===== src/rtl/serial_deserializer.sv =====
// ============================================================================
// Module   : serial_deserializer
// Purpose  : MSB-first serial-in / parallel-out receiver. Completed words are
//            held on a valid/ready output while the next word shifts in. A
//            completed word that finds the output still occupied is dropped
//            and sets a sticky overflow flag.
// Options  : define SERIAL_DESERIALIZER_PARITY_EN to add a trailing
//            even-parity bit per word and report the result on parity_err.
// Revision : 1.0 - initial release
// ============================================================================
`default_nettype none

module serial_deserializer #(
  parameter int WIDTH = 16
) (
  input  logic                         clk,
  input  logic                         rst,
  input  logic                         sin,
  input  logic                         sin_valid,
  input  logic                         flush,
  output logic [WIDTH-1:0]             dout,
  output logic                         dout_valid,
  input  logic                         dout_ready,
  output logic [$clog2(WIDTH+1)-1:0]   bit_count,
  output logic                         overflow,
  output logic                         parity_err
);

  localparam int CW = $clog2(WIDTH+1);
  localparam logic [CW-1:0] C_LAST = CW'(WIDTH-1);
  localparam logic [0:0] S_COLLECT = 1'b0;
`ifdef SERIAL_DESERIALIZER_PARITY_EN
  localparam logic [0:0] S_PARITY  = 1'b1;
  localparam int SR_W = WIDTH;
`else
  // The last data bit is taken straight from sin, so only WIDTH-1 bits are stored.
  localparam int SR_W = WIDTH - 1;
`endif

  logic [0:0]       state_q, state_d;
  logic [SR_W-1:0]  shift_q, shift_d;
  logic [CW-1:0]    count_q, count_d;
  logic [WIDTH-1:0] dout_q, dout_d;
  logic             valid_q, valid_d;
  logic             ovf_q, ovf_d;
  logic             perr_d;
  logic             complete;
  logic [WIDTH-1:0] word;

  // State register
  always_ff @(posedge clk or negedge rst) begin
    if (!rst) state_q <= S_COLLECT;
    else      state_q <= state_d;
  end

  // Next-state logic
  always_comb begin
    state_d = state_q;
    if (flush) begin
      state_d = S_COLLECT;
`ifdef SERIAL_DESERIALIZER_PARITY_EN
    end else if (sin_valid) begin
      if (state_q == S_COLLECT && count_q == C_LAST) state_d = S_PARITY;
      else if (state_q == S_PARITY)                  state_d = S_COLLECT;
`endif
    end
  end

  // Output decode: word completion and the word it delivers
  always_comb begin
`ifdef SERIAL_DESERIALIZER_PARITY_EN
    complete = !flush && sin_valid && (state_q == S_PARITY);
    word     = shift_q;
    perr_d   = (^shift_q) ^ sin;
`else
    complete = !flush && sin_valid && (state_q == S_COLLECT) && (count_q == C_LAST);
    word     = {shift_q, sin};
    perr_d   = 1'b0;
`endif
  end

  always_comb begin
    shift_d = shift_q;
    count_d = count_q;
    dout_d  = dout_q;
    valid_d = valid_q;
    ovf_d   = ovf_q;
    if (flush) begin
      shift_d = '0;
      count_d = '0;
      ovf_d   = 1'b0;
    end else if (sin_valid) begin
      if (state_q == S_COLLECT) shift_d = SR_W'({shift_q, sin});
      count_d = complete ? '0 : count_q + CW'(1);
    end
    if (complete) begin
      if (!valid_q || dout_ready) begin
        dout_d  = word;
        valid_d = 1'b1;
      end else begin
        ovf_d   = 1'b1;
      end
    end else if (valid_q && dout_ready) begin
      valid_d = 1'b0;
    end
  end

  always_ff @(posedge clk or negedge rst) begin
    if (!rst) begin
      shift_q <= '0;
      count_q <= '0;
      dout_q  <= '0;
      valid_q <= 1'b0;
      ovf_q   <= 1'b0;
    end else begin
      shift_q <= shift_d;
      count_q <= count_d;
      dout_q  <= dout_d;
      valid_q <= valid_d;
      ovf_q   <= ovf_d;
    end
  end

`ifdef SERIAL_DESERIALIZER_PARITY_EN
  logic perr_q;
  always_ff @(posedge clk or negedge rst) begin
    if (!rst)                                  perr_q <= 1'b0;
    else if (complete && (!valid_q || dout_ready)) perr_q <= perr_d;
  end
  assign parity_err = perr_q;
`else
  logic unused_perr;
  assign unused_perr = perr_d;
  assign parity_err  = 1'b0;
`endif

  assign dout       = dout_q;
  assign dout_valid = valid_q;
  assign bit_count  = count_q;
  assign overflow   = ovf_q;

endmodule

`default_nettype wire


===== config.mk =====
export PLATFORM = sky130hd
export DESIGN_NAME = serial_deserializer
export DESIGN_NICKNAME = d
export VERILOG_FILES = /design/src/rtl/serial_deserializer.sv
export SDC_FILE = /design/constraint.sdc
export NUM_CORES = 1
export LEC_CHECK = 0
export ABC_AREA = 1
export CAP_MARGIN = 40
export CORE_MARGIN = 2
export CORE_UTILIZATION = 41
export DETAILED_ROUTE_END_ITERATION = 7
export PLACE_DENSITY = 0.68
export SLEW_MARGIN = 10
export SYNTH_ARGS = -nofsm -noshare
export SYNTH_HDL_FRONTEND = slang
export SYNTH_SLANG_ARGS = --single-unit

===== constraint.sdc =====
create_clock -name clk -period 1.31 [get_ports clk]
set_clock_uncertainty 0.1 [all_clocks]
set_input_delay 0.262 -clock clk [delete_from_list [all_inputs] [get_ports clk]]
set_output_delay 0.262 -clock clk [all_outputs]
set_load 0.05 [all_outputs]

==> results.md, run 1 <==
* Cell area after synthesis at 1610 um^2
* #FFs+latches synth at 38
* Leakage at 1.20 nW
* Min Tclk post-route at 1.39 ns
* Post-Syn Instances at 164
* Tcrit/Tclk final at 1.06
* 1st-pass router iterations at 4
* RSZ-0062 raised after global routing: true
* Vias in the first global route at 1516
* Synth Area per Inst at 9.84 um^2
* Achievable frequency at 0.720 GHz
* Initial drt markers at 52
* Yosys warning count at 0
* CP most frequent cell: nand2_1
* Critical Path Sink Type: flip-flop
* CP cell instances: ha_4 > nand2_4 > nor2_4 > nand4_4 > nand2_1 > nand2_1
* Layout Nets at 227
* Final core utilization at 0.682
* Die Wd at 66.7 um
* Initial antenna violation count at 0
* Non-filler cells in the finished layout at 269
* Flop pwr share at 0.533
* Met1 Usage GRT at 0.245
* Pre-CTS WS at -0.377 ns
* Clock sink count at 38
* Die footprint at 4450 um^2
* Critical Path AT at 1.47 ns
* VDD IR max at 0.550 mV
* CTS tree: built
* M3 GR Usage at 0.0659
* Slowest-stage cell, CP: dfrtp_2
* P_sw at 0.000542 W
* Grt ovf at 0
* CTS H-tree depth at 2
* Fraction of layout cells with a size suffix above 1 at 0.353
* Pwr Density at 882 nW/um^2
* Io pins at 30
* Grt met2 use at 0.393
* Total wire length at 4010 um
* Port bufs at 28
* Hold Path Class: in2reg
* First-pass GRT wire length at 7110 um
* Failing checks: setup timing
* Global route hottest layer: met2
* FP Rows at 22
* Hold Violations, Final at 0
* CP required at 1.39 ns
* Starting Density at 0.434
* Sequential share of the synthesized area at 0.589
* GPL Wtd Cong at 0.787
* Total CTS buffers at 5
* Crit-path max cell delay at 0.40 ns
* Worst setup SP type: flip-flop
* P_int at 0.00169 W
* Fill count at 273
* Status: complete, but fails checks
* Layout area overhead at 57.1%
* Cell variety after synth at 19
* DRC at 0
* Syn Nets at 171
* Clock transition at path regs at 0.08 ns
* Via count at 1404
* Routed vias/inst at 5.22
* GRT Util Overall at 0.218
* Final WS setup at -0.0792 ns
* DP Cell Count at 248
* Later-pin clock latency in the skew report at 0.30 ns
* CP Class: reg2reg
* Setup Viol. Count Final at 21
* Setup_tns at -1.09 ns
* DRT antenna net count at 0
* Max-capacitance violation count at 0
* CP max FO at 8
* Max Buffers Root-to-Sink at 2
* CORE AREA at 3720 um^2
* WL/cell at 14.9 um
* Diodes inserted at 0
* Root Buffer: clkbuf_8
* Fin. max-slew vios at 0
* Comb pwr share at 0.092
* HPWL Detailed at 2560 um
* Largest net degree at the start of global routing at 39
* Net Sw Frac at 0.242
* Clock power share at 0.375
* Die Y at 66.7 um
-- registers in the layout, indices dropped and copies added, names as in the netlist --
register	flops
dout	16
shift_q	15
bit_count	5
dout_valid	1
overflow	1
-- power by group through the flow --
stage	sequential [W]	combinational [W]	clock (W)
floorplan	0.00123	0.0000596	0
global placement	0.00121	0.000178	0
detailed placement	0.00121	0.000182	0
CTS	0.00119	0.000203	0.000849
global route	0.00119	0.000220	0.000907
finish	0.00119	0.000205	0.000839
-- stage by stage --
stage               hold WS [ns]  total power, W  cell area [um^2]
floorplan                 -0.134         0.00129              1640
global placement           0.377         0.00139              2280
detailed placement         0.385         0.00140              2280
CTS                        0.253         0.00224              2520
global route               0.155         0.00232              2530
finish                     0.146         0.00224              2530
-- synth_stat cells --
cell / number / area [um^2]
nand2_1: 46 / 173
dfrtp_1: 38 / 951
inv_1: 22 / 82.6
nand4_1: 17 / 106
o22ai_1: 13 / 81.3
o21ai_0: 8 / 40.0
buf_6: 3 / 33.8
nor2_4: 3 / 33.8
buf_2: 2 / 10.0
buf_4: 2 / 15.0
nand2_2: 2 / 12.5
a21oi_1: 1 / 5.00
clkbuf_8: 1 / 13.8
conb_1: 1 / 3.75
ha_1: 1 / 12.5
nand3_1: 1 / 5.00
nand3_2: 1 / 10.0
nand4_4: 1 / 21.3
nor2_1: 1 / 3.75
-- path summary, 6_finish.rpt --
| kind | startpoint | endpoint | slack (ns) | depth (start not counted) |
|---|---|---|---|---|
| setup / recovery | bit_count[1]$_DFFE_PN0P_ | dout[13]$_DFFE_PN0P_ | -0.08 | 6 |
| hold / removal | sin_valid | bit_count[4]$_DFFE_PN0P_ | 0.15 | 2 |
| setup reg to reg | bit_count[1]$_DFFE_PN0P_ | dout[13]$_DFFE_PN0P_ | -0.08 | 6 |
| hold reg to reg | shift_q[14]$_DFFE_PN0P_ | shift_q[14]$_DFFE_PN0P_ | 0.40 | 2 |
| max in group asynchronous | rst | bit_count[2]$_DFFE_PN0P_ | 0.68 | 2 |
| min in group asynchronous | rst | bit_count[3]$_DFFE_PN0P_ | 0.24 | 2 |
-- kinds of logic after synthesis --
group / after synthesis / share of synthesized area
buffers and inverters: 30 / 0.0961
adders and majority gates: 1 / 0.00775
AOI/OAI and AO/OA: 22 / 0.0783
and+or+nand+nor: 72 / 0.226
other: 1 / 0.00232
DFF: 38 / 0.589
-- what timing repair did --
action,CTS,global route
setup endpoints to repair,35,41
gates cloned,2,0
buffers inserted,10,1
hold buffers,0,0
pin swaps,1,1
gates resized for setup,11,5
-- layout make-up --
| cell class | instances | area (um^2) | area share |
|---|---|---|---|
| flip-flops and latches | 38 | 956 | 0.377 |
| clock inverters | 2 | 12.5 | 0.00494 |
| clock buffers | 6 | 82.6 | 0.0326 |
| repair inverters | 1 | 7.51 | 0.00296 |
| well taps | 48 | 60.1 | 0.0237 |
| multi-input cells | 97 | 563 | 0.222 |
| inverters | 22 | 86.3 | 0.0341 |
| repair buffers | 55 | 767 | 0.303 |
-- critical path, delay by kind of cell (launching register included) --
family	cells	cell delay, ns
adder cells (fa/ha/maj)	1	0.17
flip-flops	1	0.40
AND/OR/NAND/NOR	5	0.60
-- layout by cell type (no fill, tap or decap), drive strengths merged, types with 2 or more instances in the layout --
cell type | netlist | layout
buf | 7 | 50
clkbuf | 1 | 6
clkdlybuf4s50 | 0 | 4
clkinvlp | 0 | 3
dfrtp | 38 | 38
inv | 22 | 21
nand2 | 48 | 48
nand3 | 2 | 2
nand4 | 18 | 19
nor2 | 4 | 4
o21ai | 8 | 8
o22ai | 13 | 13
-- metal layers --
metal / part of all wire / vias up
met2: 0.54 / 41
met3: 0.049 / 9
met5: 0 / -
met1: 0.40 / 693
li1: - / 661
met4: 0.018 / 0
(Power assumes the default switching activity.)
==> inputs of run 2 (changes only) <==
- CORE_ASPECT_RATIO: not set -> 0.9
==> run 2 against run 1 <==
- the run still ends with setup timing left
- non-clock buffer count rose by 1
- clock-buffer cell count grew 1
- hold slack improved by 0.083 ns
- die area barely moved
- power is 0.89% lower
- maximum frequency fell by 2.3%
- setup slack lost 0.033 ns
- largest power group unchanged
==> results.md, run 2 (synthesis gave the netlist of run 1 again) <==
* Max Buffers Root-to-Sink at 2 (unchanged)
* Port bufs at 28 (unchanged)
* Total CTS buffers at 5 (unchanged)
* R2r worst-path depth at 6 (unchanged)
* CP Class: reg2reg (unchanged)
* RR Endpoint: dout[6]$_DFFE_PN0P_ (was dout[13]$_DFFE_PN0P_)
* Pwr Total at 0.00222 W (was 0.00224 W)
* Starting Density at 0.430 (was 0.434)
* Hold Violations, Final at 0 (unchanged)
* Min Tclk post-route at 1.42 ns (was 1.39 ns)
* Via count at 1366 (was 1404)
* CP cell instances: ha_4 > nand2_4 > nor2_4 > nand4_4 > nand2_1 > nand2_1 (unchanged)
* Fraction of layout cells with a size suffix above 1 at 0.360 (was 0.353)
* Slowest-stage cell, CP: dfrtp_2 (unchanged)
* Comb pwr share at 0.092 (about the same)
* FP Rows at 21 (was 22)
* Hold Path Class: in2reg (unchanged)
* Max reg flops at 16 (unchanged)
* Crit-path max cell delay at 0.40 ns (about the same)
* CP required at 1.39 ns (about the same)
* Fin. max-slew vios at 0 (unchanged)
* Net Sw Frac at 0.236 (was 0.242)
* Routed vias/inst at 5.10 (was 5.22)
* Clock transition at path regs at 0.08 ns (about the same)
* Grt ovf at 0 (unchanged)
* First-pass GRT wire length at 6710 um (was 7110 um)
* Tcrit/Tclk final at 1.09 (was 1.06)
* Status: complete, but fails checks (unchanged)
* Fill count at 274 (was 273)
* CTS tree: built (unchanged)
* Critical Path AT at 1.51 ns (was 1.47 ns)
* WHS at 0.229 ns (was 0.146 ns)
* Hold_sp: sin_valid (unchanged)
* Clock power share at 0.371 (was 0.375)
* Max-capacitance violation count at 0 (unchanged)
* Clock sink count at 38 (unchanged)
* Pwr Density at 871 nW/um^2 (was 882 nW/um^2)
* Most frequent cells in the layout: 44 x nand2_1, 34 x dfrtp_1, 25 x buf_12 (was 45 x nand2_1, 34 x dfrtp_1, 25 x buf_12)
* Layout area overhead at 57.5% (was 57.1%)
* P_sw at 0.000523 W (was 0.000542 W)
* P_int at 0.00169 W (about the same)
* Most common cell after layout, fill and taps aside: nand2_1 (unchanged)
* CORE AREA at 3760 um^2 (was 3720 um^2)
* Largest net degree at the start of global routing at 39 (unchanged)
* Initial drt markers at 58 (was 52)
* Die Wd at 70.1 um (was 66.7 um)
* Hold Crit Endpoint: bit_count[4]$_DFFE_PN0P_ (unchanged)
* 1st-pass router iterations at 4 (unchanged)
* Worst setup SP type: flip-flop (unchanged)
* GRT Util Overall at 0.202 (was 0.218)
* Root Buffer: clkbuf_8 (unchanged)
* R2r setup slk at -0.11 ns (was -0.08 ns)
* Diodes inserted at 0 (unchanged)
* RSZ-0062 raised after global routing: true (unchanged)
* Final WS setup at -0.112 ns (was -0.0792 ns)
* Vias in the first global route at 1396 (was 1516)
* DRT antenna net count at 0 (unchanged)
* Total wire length at 3990 um (was 4010 um)
* Initial antenna violation count at 0 (unchanged)
* CP most frequent cell: nand2_1 (unchanged)
* Failing checks: setup timing (unchanged)
* Later-pin clock latency in the skew report at 0.30 ns (about the same)
* GPL Wtd Cong at 0.831 (was 0.787)
* Flop pwr share at 0.537 (was 0.533)
* Achievable frequency at 0.703 GHz (was 0.720 GHz)
* CP max FO at 8 (unchanged)
* Hold_buf cts at 0 (unchanged)
* Layout Nets at 228 (was 227)
* VDD IR max at 0.831 mV (was 0.550 mV)
* Io pins at 30 (unchanged)
* Die Y at 63.5 um (was 66.7 um)
* Leakage at 1.20 nW (about the same)
* Die footprint at 4460 um^2 (was 4450 um^2)
* R2R Path Start: bit_count[0]$_DFFE_PN0P_ (was bit_count[1]$_DFFE_PN0P_)
* WL/cell at 14.9 um (about the same)
* DRC at 0 (unchanged)
* CTS H-tree depth at 2 (unchanged)
* Hold Path Stages at 2 (unchanged)
* Critical Path Sink Type: flip-flop (unchanged)
* Setup Viol. Count Final at 21 (unchanged)
* HPWL Detailed at 2510 um (was 2560 um)
run 2: how the worst max path moves through the flow:
stage / slack, ns / depth (start not counted) / to / startpoint
floorplan: -0.20 / 7 / dout[0]$_DFFE_PN0P_ / bit_count[1]$_DFFE_PN0P_
global placement: -0.32 / 5 / shift_q[3]$_DFFE_PN0P_ / flush
detailed placement: -0.40 / 6 / shift_q[12]$_DFFE_PN0P_ / sin_valid
CTS: -0.09 / 2 / bit_count[1] / bit_count[1]$_DFFE_PN0P_
global route: -0.17 / 6 / dout[10]$_DFFE_PN0P_ / bit_count[0]$_DFFE_PN0P_
finish: -0.11 / 6 / dout[6]$_DFFE_PN0P_ / bit_count[0]$_DFFE_PN0P_
run 2: repair_timing:
item	in CTS	in global routing
setup endpoints to repair	36	26
pin swaps	3	5
setup buffers	7	3
gates resized for setup	13	5
cloned	2	0
run 2: metrics by stage:
step | std cells | setup TNS (ns) | setup WS (ns) | instance area [um^2] | util
global route | 268 | -2.59 | -0.170 | 2540 | 0.677
CTS | 265 | -1.23 | -0.0921 | 2500 | 0.666
floorplan | 164 | -2.71 | -0.205 | 1640 | -
detailed placement | 248 | -12.35 | -0.398 | 2300 | 0.611
global placement | 248 | -10.35 | -0.321 | 2300 | 0.611
finish | 268 | -1.58 | -0.112 | 2540 | 0.677
run 2: layer usage:
layer	part of all wire	routed length, um	global-route usage
met1	0.42	1670	0.253
met2	0.51	2050	0.323
met3	0.054	216	0.0656
met4	0.014	54	0.0817
met5	0	0	0
run 2: area by class of cell:
cell class                 instances  area [um^2]  area share
tap                               46         57.6      0.0226
inverter                          22         86.3      0.0340
clock buffer                       7         86.3      0.0340
timing repair inverter             1         7.51     0.00295
clock inverter                     1         5.00     0.00197
sequential                        38          956       0.376
timing repair buffer              56          769       0.303
multi-input combinational         97          574       0.226
run 2: worst max-delay path: cells and delay by family (launching register included):
family / cells / cell delay [ns]
flip-flops: 1 / 0.40
adder cells (fa/ha/maj): 1 / 0.16
AND/OR/NAND/NOR: 5 / 0.65
run 2: power by group through the flow:
stage,registers (W),logic (W),clock network (W)
after floorplan,0.00123,0.0000596,0
after global placement,0.00121,0.000177,0
after detailed placement,0.00121,0.000180,0
after CTS,0.00119,0.000199,0.000841
after global routing,0.00119,0.000220,0.000888
final,0.00119,0.000203,0.000822
